<file path="src/rtl/button_pkg.sv">
// Shared types and width helpers for the button conditioner.
package button_pkg;

    // Auto-repeat state per channel.
    typedef enum logic [1:0] {
        RPT_IDLE   = 2'd0,
        RPT_DELAY  = 2'd1,
        RPT_REPEAT = 2'd2
    } rpt_state_t;

    // Bits needed to hold 0..max_val. Never returns 0, so a counter that
    // only ever holds 0 still gets a legal one-bit vector.
    function automatic int cnt_width(input int max_val);
        if (max_val < 1) begin
            return 1;
        end
        return $clog2(max_val + 1);
    endfunction

    function automatic int max2(input int a, input int b);
        return (a > b) ? a : b;
    endfunction

endpackage

</file>
<file path="src/rtl/button_if.sv">
// Bundle of raw pins and conditioned strobes between the board and game logic.
interface button_if #(
    parameter int N_CH = 4
);
    logic [N_CH-1:0] btn_i;
    logic [N_CH-1:0] level_o;
    logic [N_CH-1:0] press_o;
    logic [N_CH-1:0] release_o;
    logic [N_CH-1:0] repeat_o;
    logic            any_press_o;

    // Board / stimulus side: drives pins, consumes conditioned outputs.
    modport master (
        output btn_i,
        input  level_o, press_o, release_o, repeat_o, any_press_o
    );

    // Conditioner side.
    modport slave (
        input  btn_i,
        output level_o, press_o, release_o, repeat_o, any_press_o
    );
endinterface

</file>
<file path="src/rtl/button_channel.sv">
// One button channel: polarity fix, 2-FF sync, tick debounce, strobes, auto-repeat.
module button_channel
    import button_pkg::*;
#(
    parameter int ACTIVE_LOW     = 1,
    parameter int DEBOUNCE_TICKS = 10,
    parameter int REPEAT_EN      = 1,
    parameter int REPEAT_DELAY   = 250,
    parameter int REPEAT_PERIOD  = 50
) (
    input  logic clk,
    input  logic reset,
    input  logic tick,
    input  logic btn_i,
    output logic level_o,
    output logic press_o,
    output logic release_o,
    output logic repeat_o
);

    // The counter holds ticks already seen; the tick that completes the
    // window toggles the level directly, so it never has to reach DEBOUNCE_TICKS.
    localparam int DB_W = cnt_width(DEBOUNCE_TICKS - 1);

    logic            s1_q, s1_d;
    logic            s2_q, s2_d;
    logic            level_q, level_d;
    logic [DB_W-1:0] db_cnt_q, db_cnt_d;
    logic            press_q, press_d;
    logic            release_q, release_d;
    logic            toggle;

    // Next-state for sync chain, debounce counter, level and edge strobes.
    always_comb begin
        s1_d     = btn_i ^ (ACTIVE_LOW != 0);
        s2_d     = s1_q;
        level_d  = level_q;
        db_cnt_d = db_cnt_q;
        toggle   = 1'b0;
        if (s2_q == level_q) begin
            db_cnt_d = '0;
        end else if (tick) begin
            if (db_cnt_q == DB_W'(DEBOUNCE_TICKS - 1)) begin
                toggle   = 1'b1;
                level_d  = ~level_q;
                db_cnt_d = '0;
            end else begin
                db_cnt_d = db_cnt_q + 1'b1;
            end
        end
        press_d   = toggle & ~level_q;
        release_d = toggle &  level_q;
    end

    // Register sync/debounce state; reset forces the released level without strobes.
    always_ff @(posedge clk) begin
        if (reset) begin
            s1_q      <= 1'b0;
            s2_q      <= 1'b0;
            level_q   <= 1'b0;
            db_cnt_q  <= '0;
            press_q   <= 1'b0;
            release_q <= 1'b0;
        end else begin
            s1_q      <= s1_d;
            s2_q      <= s2_d;
            level_q   <= level_d;
            db_cnt_q  <= db_cnt_d;
            press_q   <= press_d;
            release_q <= release_d;
        end
    end

    assign level_o   = level_q;
    assign press_o   = press_q;
    assign release_o = release_q;

    generate
        if (REPEAT_EN != 0) begin : g_repeat
            localparam int RP_W = cnt_width(max2(REPEAT_DELAY, REPEAT_PERIOD) - 1);

            rpt_state_t      state_q;
            logic [RP_W-1:0] rpt_cnt_q;
            logic            repeat_q;

            // Repeat FSM: the press tick itself is not counted, so the first
            // strobe lands exactly REPEAT_DELAY ticks after the press.
            always_ff @(posedge clk) begin
                if (reset) begin
                    state_q   <= RPT_IDLE;
                    rpt_cnt_q <= '0;
                    repeat_q  <= 1'b0;
                end else begin
                    repeat_q <= 1'b0;
                    if (release_d) begin
                        state_q   <= RPT_IDLE;
                        rpt_cnt_q <= '0;
                    end else begin
                        case (state_q)
                            RPT_IDLE: begin
                                if (press_d) begin
                                    state_q   <= RPT_DELAY;
                                    rpt_cnt_q <= '0;
                                end
                            end
                            RPT_DELAY: begin
                                if (tick) begin
                                    if (rpt_cnt_q == RP_W'(REPEAT_DELAY - 1)) begin
                                        repeat_q  <= 1'b1;
                                        state_q   <= RPT_REPEAT;
                                        rpt_cnt_q <= '0;
                                    end else begin
                                        rpt_cnt_q <= rpt_cnt_q + 1'b1;
                                    end
                                end
                            end
                            RPT_REPEAT: begin
                                if (tick) begin
                                    if (rpt_cnt_q == RP_W'(REPEAT_PERIOD - 1)) begin
                                        repeat_q  <= 1'b1;
                                        rpt_cnt_q <= '0;
                                    end else begin
                                        rpt_cnt_q <= rpt_cnt_q + 1'b1;
                                    end
                                end
                            end
                            default: begin
                                state_q   <= RPT_IDLE;
                                rpt_cnt_q <= '0;
                            end
                        endcase
                    end
                end
            end

            assign repeat_o = repeat_q;
        end else begin : g_no_repeat
            assign repeat_o = 1'b0;
        end
    endgenerate

endmodule

</file>
<file path="src/rtl/button_conditioner.sv">
// N-channel push-button conditioner: shared tick generator plus one channel per button.
module button_conditioner
    import button_pkg::*;
#(
    parameter int N_CH           = 4,
    parameter int ACTIVE_LOW     = 1,
    parameter int TICK_DIV       = 25000,
    parameter int DEBOUNCE_TICKS = 10,
    parameter int REPEAT_EN      = 1,
    parameter int REPEAT_DELAY   = 250,
    parameter int REPEAT_PERIOD  = 50
) (
    input  logic     clk,
    input  logic     reset,
    button_if.slave  bus
);

    localparam int TK_W = cnt_width(TICK_DIV - 1);

    logic [TK_W-1:0] tick_cnt_q, tick_cnt_d;
    logic            tick;
    logic [N_CH-1:0] level_vec, press_vec, release_vec, repeat_vec;

    assign tick = (tick_cnt_q == TK_W'(TICK_DIV - 1));

    // Free-running tick divider, wraps after TICK_DIV-1.
    always_comb begin
        tick_cnt_d = tick ? '0 : tick_cnt_q + 1'b1;
    end

    // Register the divider.
    always_ff @(posedge clk) begin
        if (reset) begin
            tick_cnt_q <= '0;
        end else begin
            tick_cnt_q <= tick_cnt_d;
        end
    end

    generate
        for (genvar gi = 0; gi < N_CH; gi++) begin : g_ch
            button_channel #(
                .ACTIVE_LOW     (ACTIVE_LOW),
                .DEBOUNCE_TICKS (DEBOUNCE_TICKS),
                .REPEAT_EN      (REPEAT_EN),
                .REPEAT_DELAY   (REPEAT_DELAY),
                .REPEAT_PERIOD  (REPEAT_PERIOD)
            ) u_ch (
                .clk       (clk),
                .reset     (reset),
                .tick      (tick),
                .btn_i     (bus.btn_i[gi]),
                .level_o   (level_vec[gi]),
                .press_o   (press_vec[gi]),
                .release_o (release_vec[gi]),
                .repeat_o  (repeat_vec[gi])
            );
        end
    endgenerate

    assign bus.level_o     = level_vec;
    assign bus.press_o     = press_vec;
    assign bus.release_o   = release_vec;
    assign bus.repeat_o    = repeat_vec;
    assign bus.any_press_o = |press_vec;

endmodule

</file>
<file path="src/flat_wrapper.sv">
// flat-port wrapper written by rule: the top's interface ports become plain ports
module button_conditioner_flat import button_pkg::*;
#(
    parameter int N_CH           = 4,
    parameter int ACTIVE_LOW     = 1,
    parameter int TICK_DIV       = 25000,
    parameter int DEBOUNCE_TICKS = 10,
    parameter int REPEAT_EN      = 1,
    parameter int REPEAT_DELAY   = 250,
    parameter int REPEAT_PERIOD  = 50
)
  (clk, reset, bus_btn_i, bus_level_o, bus_press_o, bus_release_o, bus_repeat_o, bus_any_press_o);
  button_if #(.N_CH(N_CH)) bus_i ();
  input  logic clk;
  input  logic reset;
  input wire logic [$bits(bus_i.btn_i)-1:0] bus_btn_i;
  output wire logic [$bits(bus_i.level_o)-1:0] bus_level_o;
  output wire logic [$bits(bus_i.press_o)-1:0] bus_press_o;
  output wire logic [$bits(bus_i.release_o)-1:0] bus_release_o;
  output wire logic [$bits(bus_i.repeat_o)-1:0] bus_repeat_o;
  output wire logic [$bits(bus_i.any_press_o)-1:0] bus_any_press_o;
  assign bus_i.btn_i = bus_btn_i;
  assign bus_level_o = bus_i.level_o;
  assign bus_press_o = bus_i.press_o;
  assign bus_release_o = bus_i.release_o;
  assign bus_repeat_o = bus_i.repeat_o;
  assign bus_any_press_o = bus_i.any_press_o;
  button_conditioner #(.N_CH(N_CH), .ACTIVE_LOW(ACTIVE_LOW), .TICK_DIV(TICK_DIV), .DEBOUNCE_TICKS(DEBOUNCE_TICKS), .REPEAT_EN(REPEAT_EN), .REPEAT_DELAY(REPEAT_DELAY), .REPEAT_PERIOD(REPEAT_PERIOD)) u_core (.clk(clk), .reset(reset), .bus(bus_i));
endmodule
</file>
<file path="config.mk">
export PLATFORM = sky130hd
export DESIGN_NAME = button_conditioner_flat
export DESIGN_NICKNAME = d
export VERILOG_FILES = /design/src/rtl/button_pkg.sv /design/src/rtl/button_if.sv /design/src/rtl/button_channel.sv /design/src/rtl/button_conditioner.sv /design/src/flat_wrapper.sv
export SDC_FILE = /design/constraint.sdc
export NUM_CORES = 1
export LEC_CHECK = 0
export ABC_AREA = 1
export CAP_MARGIN = 20
export CORE_MARGIN = 10
export CORE_UTILIZATION = 55
export CTS_BUF_LIST = sky130_fd_sc_hd__clkbuf_4
export DETAILED_ROUTE_END_ITERATION = 7
export PLACE_DENSITY = 0.71
export SYNTH_ARGS = -nofsm -noshare
export SYNTH_HDL_FRONTEND = slang
export SYNTH_SLANG_ARGS = --single-unit
</file>
<file path="constraint.sdc">
create_clock -name clk -period 2.8 [get_ports clk]
set_input_delay 0.28 -clock clk [delete_from_list [all_inputs] [get_ports clk]]
set_output_delay 0.28 -clock clk [all_outputs]
set_load 0.01 [all_outputs]
</file>
==> results.md, run 1 <==
| Metric | This run |
|---|---|
| Highest-delay cell along the critical path | sky130_fd_sc_hd__o21ai_1 |
| DRC violations left | 0 |
| Number of levels the H-tree was split into | 3 |
| Final-report setup violation count | 0 |
| Synth Register Bits | 95 |
| Synth Instances | 783 |
| Slew Limit Fails | 0 |
| Placed Cells | 906 |
| GRT Util Overall | 14.51% |
| Delay of the slowest cell on the worst path | 0.52 ns |
| Final-layout worst hold slack | 0.3534 ns |
| Normalized max-slew margin | 45.38% |
| Minimum clock period after layout | 2.179 ns |
| Largest voltage drop on the vdd net | 0.1834 mV |
| CTS buffer count | 9 |
| Critical path capture point type | flop |
| Gp weighted congestion | 0.8631 |
| Maximum clock frequency | 459.0 MHz |
| Clock tree root driver cell | sky130_fd_sc_hd__clkbuf_4 |
| Wire length per cell after detailed routing | 10.97 µm |
| Signed area change from the synthesized netlist to the final layout | 5.714% |
| Via count | 4,601 |
| Post-synth net total | 810 |
| Drt via density | 4.996 |
| Kind of critical path | flop to flop |
| Top post-synthesis cells by count | sky130_fd_sc_hd__nand2_1 (165), sky130_fd_sc_hd__nor2_1 (146), sky130_fd_sc_hd__inv_1 (121) |
| Post-synth top area cell | sky130_fd_sc_hd__dfxtp_1 |
| Core region area | 9328 µm² |
| Remaining number of nets flagged by the antenna check after routing | 0 |
| Clock edge transition at the registers on the reported setup and hold paths | 0.13 ns |
| Worst reg-to-reg setup slack | 0.62 ns |
| Main area contributors after synthesis | sky130_fd_sc_hd__dfxtp_1 (36%), sky130_fd_sc_hd__nand2_1 (12%), sky130_fd_sc_hd__nor2_1 (10%) |
| Post-synth cell types | 44 |
| Clk Latency, worst-skew pair | 0.42 ns |
| Antenna cells | 0 |
| Final-report hold violation count | 0 |
| Count of standard-cell rows | 35 |
| Final Instance Count excl. Fillers | 921 |
| Number of detailed-routing iterations run before antenna repair | 6 |
| Pin count of the biggest net entering global routing | 22 |
| Final core area utilization | 60.05% |
| CTS tree | done |
| Fraction of post-synthesis cell area in the top cell type by area | 35.89% |
| Top-count cell post-synth | sky130_fd_sc_hd__nand2_1 |
| Clock tree skew after final layout | 0.009192 ns |
| End of the worst hold path | u_core.g_ch[1].u_ch.s1_q$_SDFF_PP0_ |
| Biggest fanout along the worst timing path | 20 |
| Worst Tran Pin Value | 0.8139 ns |
| Post-synth EDFFs | 0 |
| Required arrival time at the worst endpoint | 3.18 ns |
| Sequential fraction of the synthesis area | 35.89% |
| Clk sinks | 95 |
| Horiz. Die Dim | 118.2 µm |
| Overflow after GRT | 0 |
| Startpoint type of the worst setup path | flop |
| Async S/R FF share, synth | 0% |
| Power density relative to cell area | 392.1 nW/µm² |
| Number of global-route vias before repair | 4,146 |
| Post-synthesis cell area | 5299 µm² |
| Hold buffer count at cts | 0 |
| Number of max-cap violations | 0 |
| Setup repair after global routing missed its margin | no |
| Path category of the worst min-delay check | input port to flop |
| Aggregate negative setup slack | 0 ns |
| Port Buffer Count | 22 |
| Worst reg2reg endpoint | u_core.g_ch[1].u_ch.g_repeat.rpt_cnt_q[7]$_SDFFE_PP0P_ |
| Final net count | 815 |
| CP Cell Sequence | ha_1, nand2_1, nor2_2, nand2_4, o21ai_1, nand2_1, clkinv_1, nor2_1, nor2_1 |
| Instance count along the most critical hold path | 2 |
| Cells resized by post-CTS repair | 0 |
| Number of cells traversed by the worst register-to-register path | 9 |
| Antenna violations before repair | 0 |
| Start of the worst register-to-register path | u_core.tick_cnt_q[0]$_SDFF_PP0_ |
| Run status | complete, no violations |
| First-pass GRT wire length | 17,710 µm |
| Power consumption | 0.002196 W |
| Setup Fix Bufs, Post-CTS | 0 |
| Total detailed-routing wirelength | 10,110 µm |
| Half-perimeter wire length of the detailed placement result | 7651 µm |
| Maximum buffer depth of the clock tree | 2 |
| IO Count | 23 |
| Die Area | 13,960 µm² |
| Synth Area per Inst | 6.767 µm² |
| Count of synthesis-stage warnings from yosys | 0 |
| Initial Utilization | 56.81% |
| Period Utilization, post-route | 77.82% |
| Share of cells above drive strength 1 | 6.818% |
| Die height | 118.2 µm |
| Hold Crit Start | bus_btn_i[1] |
| Most used DFF post-synth | sky130_fd_sc_hd__dfxtp_1 |
| Number of DRC violations after detailed-routing iteration 0 | 264 |
| Endpoint arrival time on the critical path | 2.56 ns |
| Cell leakage power | 2.485 nW |
-- cell families after synthesis --
kind of cell    Yosys count  synth area share (%)
compound gates           67                 7.061
simple gates            431                 36.72
flops                    95                 35.89
xor+xnor                 11                 1.818
fa+ha+maj                21                 4.959
buf+inv                 158                 13.55
-- stage by stage --
step	setup WS, ns	instance area [µm²]
after global routing	0.3711	5602
final	0.6211	5602
after CTS	0.6177	5602
after detailed placement	0.6456	5458
after global placement	0.7355	5458
after floorplan	1.172	5299
-- worst max path at each step --
stage,startpoint,endpoint,slack [ns],cells after the start
floorplan,u_core.tick_cnt_q[0]$_SDFF_PP0_,u_core.g_ch[0].u_ch.g_repeat.rpt_cnt_q[0]$_SDFFE_PP0P_,1.17,11
global placement,u_core.tick_cnt_q[0]$_SDFF_PP0_,u_core.g_ch[1].u_ch.g_repeat.rpt_cnt_q[7]$_SDFFE_PP0P_,0.74,9
detailed placement,u_core.tick_cnt_q[0]$_SDFF_PP0_,u_core.g_ch[1].u_ch.g_repeat.rpt_cnt_q[7]$_SDFFE_PP0P_,0.65,9
CTS,u_core.tick_cnt_q[0]$_SDFF_PP0_,u_core.g_ch[1].u_ch.g_repeat.rpt_cnt_q[7]$_SDFFE_PP0P_,0.62,9
global route,u_core.tick_cnt_q[0]$_SDFF_PP0_,u_core.g_ch[1].u_ch.g_repeat.rpt_cnt_q[1]$_SDFFE_PP0P_,0.37,9
finish,u_core.tick_cnt_q[0]$_SDFF_PP0_,u_core.g_ch[1].u_ch.g_repeat.rpt_cnt_q[7]$_SDFFE_PP0P_,0.62,9
-- layout make-up --
cell class / instances / area, µm²
clock inverters: 6 / 76.32
multi-input cells: 530 / 2679
clock buffers: 9 / 67.56
well taps: 129 / 161.4
repair buffers: 24 / 235.2
inverters: 128 / 480.5
fillers: 901 / 3726
flip-flops and latches: 95 / 1902
-- registers in the layout, indices dropped and copies added (netlist names) --
name and cells:
u_core.g_ch.u_ch.g_repeat.state_q 8, u_core.tick_cnt_q 15, u_core.g_ch.u_ch.s1_q 4, u_core.g_ch.u_ch.g_repeat.rpt_cnt_q 32, u_core.g_ch.u_ch.press_o 4, u_core.g_ch.u_ch.release_o 4
u_core.g_ch.u_ch.level_o 4, u_core.g_ch.u_ch.repeat_o 4, u_core.g_ch.u_ch.db_cnt_q 16, u_core.g_ch.u_ch.s2_q 4
-- routing by layer --
metal | wire [µm] | vias to the layer above | GRT usage (%)
met1 | 4917 | 2080 | 18.13
met5 | 0 | - | 0
met4 | 125 | 0 | 4.714
met3 | 415 | 10 | 3.094
li1 | - | 2430 | -
met2 | 4648 | 81 | 24.30
-- layout by cell type, fill, tap and decap left out, types with 3 or more instances in the layout --
cell / Yosys / routed
sky130_fd_sc_hd__nand2_1: 165 / 165
sky130_fd_sc_hd__nor2_1: 146 / 146
sky130_fd_sc_hd__inv_1: 121 / 121
sky130_fd_sc_hd__dfxtp_1: 95 / 95
sky130_fd_sc_hd__nand3_1: 60 / 60
sky130_fd_sc_hd__a21oi_1: 28 / 28
sky130_fd_sc_hd__o21ai_0: 24 / 24
sky130_fd_sc_hd__clkdlybuf4s50_1: 0 / 22
sky130_fd_sc_hd__ha_1: 21 / 21
sky130_fd_sc_hd__nand4_1: 17 / 17
sky130_fd_sc_hd__xor2_1: 9 / 9
sky130_fd_sc_hd__clkbuf_4: 0 / 9
sky130_fd_sc_hd__nor2_2: 7 / 7
sky130_fd_sc_hd__inv_2: 6 / 6
sky130_fd_sc_hd__nand2_2: 5 / 5
sky130_fd_sc_hd__nand3_2: 5 / 5
sky130_fd_sc_hd__nand2_4: 4 / 4
sky130_fd_sc_hd__o21bai_1: 4 / 4
sky130_fd_sc_hd__nor3_1: 4 / 4
sky130_fd_sc_hd__clkinv_1: 1 / 4
sky130_fd_sc_hd__o21ai_2: 3 / 3
-- worst max-delay path: cells and delay by family (launching register included) --
kind                     cells  cell delay (ns)
AO/OA/AOI/OAI                1             0.52
adder cells (fa/ha/maj)      1             0.20
buffers and inverters        1             0.13
flip-flops                   1             0.40
AND/OR/NAND/NOR              6             0.88
-- power breakdown --
group	internal, W	leakage [nW]	switching [W]
logic	0.0000211	1.64	0.0000399
registers	0.00136	0.767	0.00000575
clock network	0.000348	0.0783	0.000421
total	0.00173	2.49	0.000467
No activity file was read; power rests on OpenSTA's default activity.
==> run 2, diff against run 1 <==
--- a/config.mk
+++ b/config.mk
@@ -11,7 +11,7 @@
 export CORE_UTILIZATION = 55
 export CTS_BUF_LIST = sky130_fd_sc_hd__clkbuf_4
 export DETAILED_ROUTE_END_ITERATION = 7
-export PLACE_DENSITY = 0.71
+export PLACE_DENSITY = 0.74
 export SYNTH_ARGS = -nofsm -noshare
 export SYNTH_HDL_FRONTEND = slang
 export SYNTH_SLANG_ARGS = --single-unit
==> constraint.sdc (replaced) <==
create_clock -name clk -period 1.7 [get_ports clk]
set_input_delay 0.17 -clock clk [delete_from_list [all_inputs] [get_ports clk]]
set_output_delay 0.17 -clock clk [all_outputs]
set_load 0.01 [all_outputs]
==> run 2 against run 1 <==
Compared with the run above:
- global-route usage grew 1.6 points
- first-iteration DRC count is 1.1% lower
- sequential cell count unchanged
- via count grew 7.5%
- critical endpoint is now u_core.g_ch[0].u_ch.g_repeat.rpt_cnt_q[5]$_SDFFE_PP0P_
- largest power group unchanged
- highest routed layer unchanged
==> results.md, run 2 (synthesis results as in run 1) <==
| Metric | This run | Change |
|---|---|---|
| Number of detailed-routing iterations run before antenna repair | 5 | was 6 |
| Clk sinks | 95 | unchanged |
| Minimum clock period after layout | 1.662 ns | was 2.179 ns |
| Run status | complete, no violations | unchanged |
| Clock tree root driver cell | sky130_fd_sc_hd__clkbuf_4 | unchanged |
| Number of flip-flops in the largest register | 32 | unchanged |
| Final-report hold violation count | 0 | unchanged |
| Hold buffer count at cts | 0 | unchanged |
| Met1 track demand over resource in global routing | 18.10% | was 18.13% |
| Pre-CTS setup slack | -0.07680 ns | was 0.6456 ns |
| Largest voltage drop on the vdd net | 0.4397 mV | was 0.1834 mV |
| Path category of the worst min-delay check | input port to flop | unchanged |
| CTS tree | done | unchanged |
| First-pass GRT wire length | 19,550 µm | was 17,710 µm |
| Routing layer with the top usage in global route | met2 | unchanged |
| Number of max-cap violations | 0 | unchanged |
| Initial Utilization | 56.81% | unchanged |
| Critical path capture point type | flop | unchanged |
| Commonest cells after routing, fill and taps aside | sky130_fd_sc_hd__nand2_1 (141), sky130_fd_sc_hd__nor2_1 (139), sky130_fd_sc_hd__inv_1 (117), sky130_fd_sc_hd__dfxtp_1 (87), sky130_fd_sc_hd__nand3_1 (52) | was sky130_fd_sc_hd__nand2_1 (165), sky130_fd_sc_hd__nor2_1 (146), sky130_fd_sc_hd__inv_1 (121), sky130_fd_sc_hd__dfxtp_1 (95), sky130_fd_sc_hd__nand3_1 (60) |
| Final net count | 879 | was 815 |
| Number of levels the H-tree was split into | 3 | unchanged |
| Cell leakage power | 2.883 nW | was 2.485 nW |
| Biggest fanout along the worst timing path | 4 | was 20 |
| Slew Limit Fails | 0 | unchanged |
| Final-report setup violation count | 0 | unchanged |
| Hold Crit Start | bus_btn_i[3] | was bus_btn_i[1] |
| Die height | 118.2 µm | unchanged |
| End of the worst hold path | u_core.g_ch[3].u_ch.s1_q$_SDFF_PP0_ | was u_core.g_ch[1].u_ch.s1_q$_SDFF_PP0_ |
| Overflow after GRT | 0 | unchanged |
| Instance count along the most critical hold path | 2 | unchanged |
| Antenna cells | 0 | unchanged |
| Clk Latency, worst-skew pair | 0.47 ns | was 0.42 ns |
| Met3 layer usage reported by global route | 3.332% | was 3.094% |
| Final setup margin | 0.03800 ns | was 0.6211 ns |
| IO Count | 23 | unchanged |
| Required arrival time at the worst endpoint | 2.13 ns | was 3.18 ns |
| Start of the worst register-to-register path | u_core.tick_cnt_q[13]$_SDFF_PP0_ | was u_core.tick_cnt_q[0]$_SDFF_PP0_ |
| Clock tree skew after final layout | 0.03448 ns | was 0.009192 ns |
| GRT Util Overall | 16.07% | was 14.51% |
| Pin count of the biggest net entering global routing | 17 | was 22 |
| Endpoint arrival time on the critical path | 2.09 ns | was 2.56 ns |
| Horiz. Die Dim | 118.2 µm | unchanged |
| Half-perimeter wire length of the detailed placement result | 8498 µm | was 7651 µm |
| Count of standard-cell rows | 35 | unchanged |
| Worst Tran Pin Value | 0.3665 ns | was 0.8139 ns |
| Period Utilization, post-route | 97.76% | was 77.82% |
| Port Buffer Count | 22 | unchanged |
| Met2 track utilization from global routing | 28.96% | was 24.30% |
| Worst reg-to-reg setup slack | 0.04 ns | was 0.62 ns |
| DRC violations left | 0 | unchanged |
| Drt via density | 5.015 | was 4.996 |
| Signed area change from the synthesized netlist to the final layout | 22.72% | was 5.714% |
| CTS buffer count | 9 | unchanged |
| Maximum buffer depth of the clock tree | 2 | unchanged |
| Normalized max-slew margin | 75.54% | was 45.38% |
| Power density relative to cell area | 561.4 nW/µm² | was 392.1 nW/µm² |
| Number of global-route vias before repair | 4,610 | was 4,146 |
| Antenna violations before repair | 0 | unchanged |
| Clock edge transition at the registers on the reported setup and hold paths | 0.17 ns | was 0.13 ns |
| Final core area utilization | 69.71% | was 60.05% |
| Most common library cell in the layout ignoring fill and taps | sky130_fd_sc_hd__nand2_1 | unchanged |
| Gp weighted congestion | 0.8904 | was 0.8631 |
| Die Area | 13,960 µm² | unchanged |
| Startpoint type of the worst setup path | flop | unchanged |
| Number of cells traversed by the worst register-to-register path | 13 | was 9 |
| Core region area | 9328 µm² | unchanged |
| Setup repair after global routing missed its margin | yes | was no |
| Via count | 4,945 | was 4,601 |
| Worst reg2reg endpoint | u_core.g_ch[0].u_ch.g_repeat.rpt_cnt_q[5]$_SDFFE_PP0P_ | was u_core.g_ch[1].u_ch.g_repeat.rpt_cnt_q[7]$_SDFFE_PP0P_ |
| Total detailed-routing wirelength | 12,190 µm | was 10,110 µm |
| Maximum clock frequency | 601.7 MHz | was 459.0 MHz |
| Remaining number of nets flagged by the antenna check after routing | 0 | unchanged |
| Kind of critical path | flop to flop | unchanged |
| Largest registers ranked by flip-flop count | u_core.g_ch.u_ch.g_repeat.rpt_cnt_q: 32 flops, u_core.g_ch.u_ch.db_cnt_q: 16 flops, u_core.tick_cnt_q: 15 flops | unchanged |
| Wire length per cell after detailed routing | 12.37 µm | was 10.97 µm |
| Share of cells above drive strength 1 | 21.12% | was 6.818% |
| Biggest register | u_core.g_ch.u_ch.g_repeat.rpt_cnt_q | unchanged |
| Number of DRC violations after detailed-routing iteration 0 | 261 | was 264 |
-- run 2: changes by cell type in the layout (fill, tap and decap cells not counted), sizes merged, moves of 2 or more --
cell,delta
buf,+60
clkbuf,+3
clkinv,-3
inv,+3
nand2,+2
-- run 2: worst max-delay path by stage --
stage | start | to | slack (ns) | cells past startpoint
after floorplan | u_core.tick_cnt_q[0]$_SDFF_PP0_ | u_core.g_ch[0].u_ch.g_repeat.rpt_cnt_q[0]$_SDFFE_PP0P_ | 0.07 | 11
after global placement | u_core.tick_cnt_q[0]$_SDFF_PP0_ | u_core.g_ch[3].u_ch.g_repeat.rpt_cnt_q[7]$_SDFFE_PP0P_ | 0.02 | 11
after detailed placement | u_core.tick_cnt_q[0]$_SDFF_PP0_ | u_core.g_ch[1].u_ch.g_repeat.rpt_cnt_q[7]$_SDFFE_PP0P_ | -0.08 | 12
after CTS | u_core.tick_cnt_q[0]$_SDFF_PP0_ | u_core.g_ch[1].u_ch.g_repeat.rpt_cnt_q[7]$_SDFFE_PP0P_ | -0.004 | 12
after global routing | u_core.tick_cnt_q[13]$_SDFF_PP0_ | u_core.g_ch[2].u_ch.g_repeat.rpt_cnt_q[4]$_SDFFE_PP0P_ | -0.08 | 13
final | u_core.tick_cnt_q[13]$_SDFF_PP0_ | u_core.g_ch[0].u_ch.g_repeat.rpt_cnt_q[5]$_SDFFE_PP0P_ | 0.04 | 13
-- run 2: routing by layer --
layer  share of wire [%]  up-vias
met5                   0        -
met4                 2.4        0
met3                 3.0       29
met2                  51       93
met1                  43     2251
li1                    -     2572
-- run 2: final cells by class --
class                           count  area, µm²
Multi-Input combinational cell    533       2977
Fill cell                         773       2825
Sequential cell                    95       1914
Timing Repair Buffer               85      812.0
Inverter                          128      495.5
Tap cell                          129      161.4
Clock buffer                       10      75.07
Clock inverter                      6      67.56
-- run 2: metrics by stage --
stage                     power, W  area (µm²)  hold slack, ns  std cells  setup TNS (ns)
after global placement    0.002418        5868          0.3902        954               0
after detailed placement  0.002422        5868          0.3996        954         -0.9234
after CTS                 0.003675        6030          0.2010        970       -0.004191
after global routing      0.003792        6502          0.1996        986          -1.343
after floorplan           0.002363        5299          0.2367        783               0
final                     0.003650        6502          0.2157        986               0
-- run 2: worst max-delay path, cell delays in order, from the launching register on --
cell and delay [ns]:
sky130_fd_sc_hd__dfxtp_2 0.37, sky130_fd_sc_hd__inv_2 0.04, sky130_fd_sc_hd__nor2_1 0.08, sky130_fd_sc_hd__nand2_1 0.09, sky130_fd_sc_hd__nor2_4 0.15, sky130_fd_sc_hd__buf_4 0.13
sky130_fd_sc_hd__nand4_1 0.13, sky130_fd_sc_hd__nand2_2 0.15, sky130_fd_sc_hd__buf_6 0.12, sky130_fd_sc_hd__buf_12 0.09, sky130_fd_sc_hd__nand4_1 0.08, sky130_fd_sc_hd__nand2_1 0.08
sky130_fd_sc_hd__inv_1 0.04, sky130_fd_sc_hd__nor2_1 0.06
-- run 2: where the power goes --
part           total (W)  leakage (nW)  switching, W  internal [W]
Clock            0.00127        0.0750      0.000791      0.000474
Combinational   0.000137          2.04     0.0000808     0.0000566
Sequential       0.00225         0.771    0.00000706       0.00224
Total            0.00365          2.88      0.000879       0.00277
-- run 2: timing repair --
action / CTS / global route
setup endpoints to repair: 34 / 47
buffers inserted: 0 / 10
resized for setup: 10 / 91
cloned: 0 / 6
pin swaps: 0 / 17
endpoints found under the hold margin: 0 / 0
==> run 3, diff against run 2 <==
--- a/config.mk
+++ b/config.mk
@@ -5,13 +5,13 @@
 export SDC_FILE = /design/constraint.sdc
 export NUM_CORES = 1
 export LEC_CHECK = 0
-export ABC_AREA = 1
 export CAP_MARGIN = 20
 export CORE_MARGIN = 10
 export CORE_UTILIZATION = 55
 export CTS_BUF_LIST = sky130_fd_sc_hd__clkbuf_4
 export DETAILED_ROUTE_END_ITERATION = 7
-export PLACE_DENSITY = 0.74
+export MAX_ROUTING_LAYER = met4
+export PLACE_DENSITY = 0.75
 export SYNTH_ARGS = -nofsm -noshare
 export SYNTH_HDL_FRONTEND = slang
 export SYNTH_SLANG_ARGS = --single-unit
==> run 3 against run 2 <==
Compared with the run above:
- the flow now finishes with violations (negative setup slack)
- combinational power rose by 37%
- largest power group unchanged
- clock power fell by 4%
- critical path type unchanged
- via count rose by 4.9%
- die area fell by 5.5%
- clock-buffer cell count fell by 1
- area after synthesis fell by 6.6%
- largest cell class unchanged
==> results.md, run 3 <==
| Metric | This run | Change |
|---|---|---|
| Final-report setup violation count | 71 | was 0 |
| Post-synth top area cell | sky130_fd_sc_hd__dfxtp_1 | unchanged |
| Wire length per cell after detailed routing | 19.54 µm | was 12.37 µm |
| Maximum clock frequency | 513.8 MHz | was 601.7 MHz |
| Violated checks | negative setup slack |  |
| CTS buffer count | 9 | unchanged |
| Number of DRC violations after detailed-routing iteration 0 | 395 | was 261 |
| Number of max-cap violations | 0 | unchanged |
| GRT Util Overall | 19.16% | was 16.07% |
| Path category of the worst min-delay check | input port to flop | unchanged |
| Clock tree skew after final layout | 0.03850 ns | was 0.03448 ns |
| Hold Crit Start | bus_btn_i[3] | unchanged |
| Share of cells above drive strength 1 | 41.83% | was 21.12% |
| Most common library cell in the layout ignoring fill and taps | sky130_fd_sc_hd__buf_4 | was sky130_fd_sc_hd__nand2_1 |
| Initial Utilization | 56.73% | was 56.81% |
| Final net count | 756 | was 879 |
| Required arrival time at the worst endpoint | 2.08 ns | was 2.13 ns |
| Critical path capture point type | flop | unchanged |
| Aggregate negative setup slack | -8.688 ns | was 0 ns |
| Endpoint arrival time on the critical path | 2.32 ns | was 2.09 ns |
| Clk Latency, worst-skew pair | 0.46 ns | was 0.47 ns |
| Clk sinks | 95 | unchanged |
| Number of levels the H-tree was split into | 3 | unchanged |
| Area used by multi-input combinational logic | 3481 µm² | was 2977 µm² |
| Minimum clock period after layout | 1.946 ns | was 1.662 ns |
| Biggest fanout along the worst timing path | 3 | was 4 |
| Total detailed-routing wirelength | 16,450 µm | was 12,190 µm |
| Final-report hold violation count | 0 | unchanged |
| Number of detailed-routing iterations run before antenna repair | 5 | unchanged |
| Number of flip-flops in the largest register | 32 | unchanged |
| Largest registers ranked by flip-flop count | u_core.g_ch.u_ch.g_repeat.rpt_cnt_q: 32 flops, u_core.g_ch.u_ch.db_cnt_q: 16 flops, u_core.tick_cnt_q: 15 flops | unchanged |
| Drt via density | 6.162 | was 5.015 |
| Hold buffer count at cts | 0 | unchanged |
| CTS tree | done | unchanged |
| Count of synthesis-stage warnings from yosys | 0 | unchanged |
| Simple-gate share of the synthesized area | 29.44% | was 36.72% |
| Instance count along the most critical hold path | 2 | unchanged |
| Worst reg2reg endpoint | u_core.g_ch[1].u_ch.g_repeat.state_q[1]$_SDFFE_PP0P_ | was u_core.g_ch[0].u_ch.g_repeat.rpt_cnt_q[5]$_SDFFE_PP0P_ |
| Number of cells traversed by the worst register-to-register path | 6 | was 13 |
| Main area contributors after synthesis | sky130_fd_sc_hd__dfxtp_1 (38%), sky130_fd_sc_hd__ha_1 (5.3%), sky130_fd_sc_hd__nand2_1 (5.2%) | was sky130_fd_sc_hd__dfxtp_1 (36%), sky130_fd_sc_hd__nand2_1 (12%), sky130_fd_sc_hd__nor2_1 (10%) |
| Pin count of the biggest net entering global routing | 19 | was 17 |
| Sequential fraction of the synthesis area | 38.44% | was 35.89% |
| Slew Limit Fails | 0 | unchanged |
| Remaining number of nets flagged by the antenna check after routing | 0 | unchanged |
| Power consumption | 0.003659 W | was 0.003650 W |
| Period Utilization, post-route | 114.5% | was 97.76% |
| Maximum buffer depth of the clock tree | 2 | unchanged |
| Top post-synthesis cells by count | sky130_fd_sc_hd__dfxtp_1 (95), sky130_fd_sc_hd__nand2_1 (68), sky130_fd_sc_hd__a21oi_1 (45) | was sky130_fd_sc_hd__nand2_1 (165), sky130_fd_sc_hd__nor2_1 (146), sky130_fd_sc_hd__inv_1 (121) |
| Die height | 114.8 µm | was 118.2 µm |
| Most used DFF post-synth | sky130_fd_sc_hd__dfxtp_1 | unchanged |
| Half-perimeter wire length of the detailed placement result | 8848 µm | was 8498 µm |
| Adder and majority cell fraction of the synthesized area | 5.311% | was 4.959% |
| Antenna cells | 0 | unchanged |
| Clock edge transition at the registers on the reported setup and hold paths | 0.19 ns | was 0.17 ns |
| Routing layer with the top usage in global route | met2 | unchanged |
| Synth Instances | 578 | was 783 |
| Clock tree root driver cell | sky130_fd_sc_hd__clkbuf_4 | unchanged |
| Worst reg-to-reg setup slack | -0.25 ns | was 0.04 ns |
| Largest voltage drop on the vdd net | 0.4206 mV | was 0.4397 mV |
| Post-synth net total | 605 | was 810 |
| Filler Cell Count | 447 | was 773 |
| Async S/R FF share, synth | 0% | unchanged |
| Worst Tran Pin Value | 0.4478 ns | was 0.3665 ns |
| Multiplexer share of the synthesized area | 1.214% | was 0% |
| Cell leakage power | 2.777 nW | was 2.883 nW |
| Post-synthesis cell area | 4947 µm² | was 5299 µm² |
| Horiz. Die Dim | 114.8 µm | was 118.2 µm |
| DRC violations left | 0 | unchanged |
| Count of standard-cell rows | 34 | was 35 |
| Number of global-route vias before repair | 4,720 | was 4,610 |
| Die Area | 13,190 µm² | was 13,960 µm² |
| Final-layout worst hold slack | 0.2032 ns | was 0.2157 ns |
| Post-synth cell types | 66 | was 44 |
| Run status | finished with violations | was complete, no violations |
| First-pass GRT wire length | 20,910 µm | was 19,550 µm |
| Antenna violations before repair | 0 | unchanged |
| Fraction of post-synthesis cell area in the top cell type by area | 38.44% | was 35.89% |
| Gp weighted congestion | 0.8307 | was 0.8904 |
| End of the worst hold path | u_core.g_ch[3].u_ch.s1_q$_SDFF_PP0_ | unchanged |
| Power density relative to cell area | 504.4 nW/µm² | was 561.4 nW/µm² |
| Signed area change from the synthesized netlist to the final layout | 46.64% | was 22.72% |
| Normalized max-slew margin | 69.74% | was 75.54% |
| Via count | 5,188 | was 4,945 |
| Startpoint type of the worst setup path | flop | unchanged |
| Reg area | 1931 µm² | was 1914 µm² |
| Synth Register Bits | 95 | unchanged |
| Met1 track demand over resource in global routing | 21.52% | was 18.10% |
| Kind of critical path | flop to flop | unchanged |
| Final setup margin | -0.2463 ns | was 0.03800 ns |
| Met2 track utilization from global routing | 33.07% | was 28.96% |
| Core region area | 8721 µm² | was 9328 µm² |
| Post-synth EDFFs | 0 | unchanged |
| Combinational family with the most area after synthesis | simple AND/OR/NAND/NOR gates | unchanged |
| Biggest register | u_core.g_ch.u_ch.g_repeat.rpt_cnt_q | unchanged |
| Start of the worst register-to-register path | u_core.tick_cnt_q[4]$_SDFF_PP0_ | was u_core.tick_cnt_q[13]$_SDFF_PP0_ |
| Fraction of the mapped netlist area in compound gates | 16.41% | was 7.060% |
| Commonest cells after routing, fill and taps aside | sky130_fd_sc_hd__buf_4 (111), sky130_fd_sc_hd__dfxtp_1 (78), sky130_fd_sc_hd__nand2_1 (55), sky130_fd_sc_hd__nor2_1 (37), sky130_fd_sc_hd__a21oi_2 (26) | was sky130_fd_sc_hd__nand2_1 (141), sky130_fd_sc_hd__nor2_1 (139), sky130_fd_sc_hd__inv_1 (117), sky130_fd_sc_hd__dfxtp_1 (87), sky130_fd_sc_hd__nand3_1 (52) |
| XOR/XNOR share of the synthesized area | 4.072% | was 1.818% |
| Met3 layer usage reported by global route | 3.594% | was 3.332% |
| Setup repair after global routing missed its margin | yes | unchanged |
| Top-count cell post-synth | sky130_fd_sc_hd__dfxtp_1 | was sky130_fd_sc_hd__nand2_1 |
| Synth Area per Inst | 8.559 µm² | was 6.767 µm² |
| IO Count | 23 | unchanged |
| Overflow after GRT | 0 | unchanged |
| Port Buffer Count | 22 | unchanged |
==> run 3: how the worst max path moves through the flow <==
| stage | slack, ns | cells after the start | from | endpoint |
|---|---|---|---|---|
| floorplan | -0.18 | 5 | u_core.tick_cnt_q[12]$_SDFF_PP0_ | u_core.g_ch[1].u_ch.g_repeat.rpt_cnt_q[1]$_SDFFE_PP0P_ |
| global placement | -0.15 | 5 | u_core.tick_cnt_q[9]$_SDFF_PP0_ | u_core.g_ch[3].u_ch.press_o$_SDFF_PP0_ |
| detailed placement | -0.22 | 7 | u_core.tick_cnt_q[4]$_SDFF_PP0_ | u_core.g_ch[2].u_ch.g_repeat.rpt_cnt_q[3]$_SDFFE_PP0P_ |
| CTS | -0.20 | 5 | u_core.tick_cnt_q[4]$_SDFF_PP0_ | u_core.g_ch[1].u_ch.g_repeat.rpt_cnt_q[1]$_SDFFE_PP0P_ |
| global route | -0.30 | 5 | u_core.g_ch[1].u_ch.db_cnt_q[3]$_SDFFE_PP0P_ | u_core.g_ch[1].u_ch.g_repeat.rpt_cnt_q[1]$_SDFFE_PP0P_ |
| finish | -0.25 | 6 | u_core.tick_cnt_q[4]$_SDFF_PP0_ | u_core.g_ch[1].u_ch.g_repeat.state_q[1]$_SDFFE_PP0P_ |
==> run 3: layout make-up <==
cell class                 count  share of cell area (%)
clock inverter                 7                  0.8796
multi-input combinational    436                   47.98
timing repair buffer         164                   20.54
sequential                    95                   26.61
tap                          108                   1.863
inverter                      23                   1.190
clock buffer                   9                  0.9314
==> run 3: through the flow <==
step / setup slack, ns / util, % / cells / area [µm²]
finish: -0.2463 / 83.19 / 842 / 7254
global route: -0.2962 / 83.19 / 842 / 7254
CTS: -0.1991 / 75.01 / 821 / 6541
detailed placement: -0.2202 / 69.97 / 793 / 6102
global placement: -0.1453 / 69.97 / 793 / 6102
floorplan: -0.1766 / - / 578 / 5064
==> run 3: worst max-delay path, stage by stage (launching register included) <==
cell	delay, ns
sky130_fd_sc_hd__dfxtp_2	0.36
sky130_fd_sc_hd__or4b_4	0.58
sky130_fd_sc_hd__nor4_4	0.38
sky130_fd_sc_hd__buf_4	0.19
sky130_fd_sc_hd__nand2_4	0.06
sky130_fd_sc_hd__a21o_1	0.19
sky130_fd_sc_hd__mux2i_1	0.16
==> run 3: kinds of logic after synthesis <==
group	Yosys count
buffers and inverters	49
multiplexers	6
adder cells (fa/ha/maj)	21
flip-flops	95
AO/OA/AOI/OAI	124
XOR/XNOR	23
AND/OR/NAND/NOR	260
==> run 3: where the power goes <==
group | switching [W] | leakage [nW] | total [W] | internal, W
logic | 0.0000959 | 1.93 | 0.000188 | 0.0000918
clock network | 0.000879 | 0.0739 | 0.00122 | 0.000339
registers | 0.0000137 | 0.776 | 0.00225 | 0.00224
total | 0.000989 | 2.78 | 0.00366 | 0.00267
==> run 3: what timing repair did <==
item / 4_1_cts / 5_1_grt
endpoints found under the setup margin: 67 / 75
cloned: 1 / 5
buffers inserted: 11 / 17
pin swaps: 19 / 83
resized for setup: 56 / 121
==> run 3: per-layer routing <==
metal | vias to the layer above | share of wire, %
li1 | 2370 | -
met1 | 2486 | 38
met2 | 260 | 53
met3 | 72 | 5.7
met4 | 0 | 4.2
met5 | - | 0
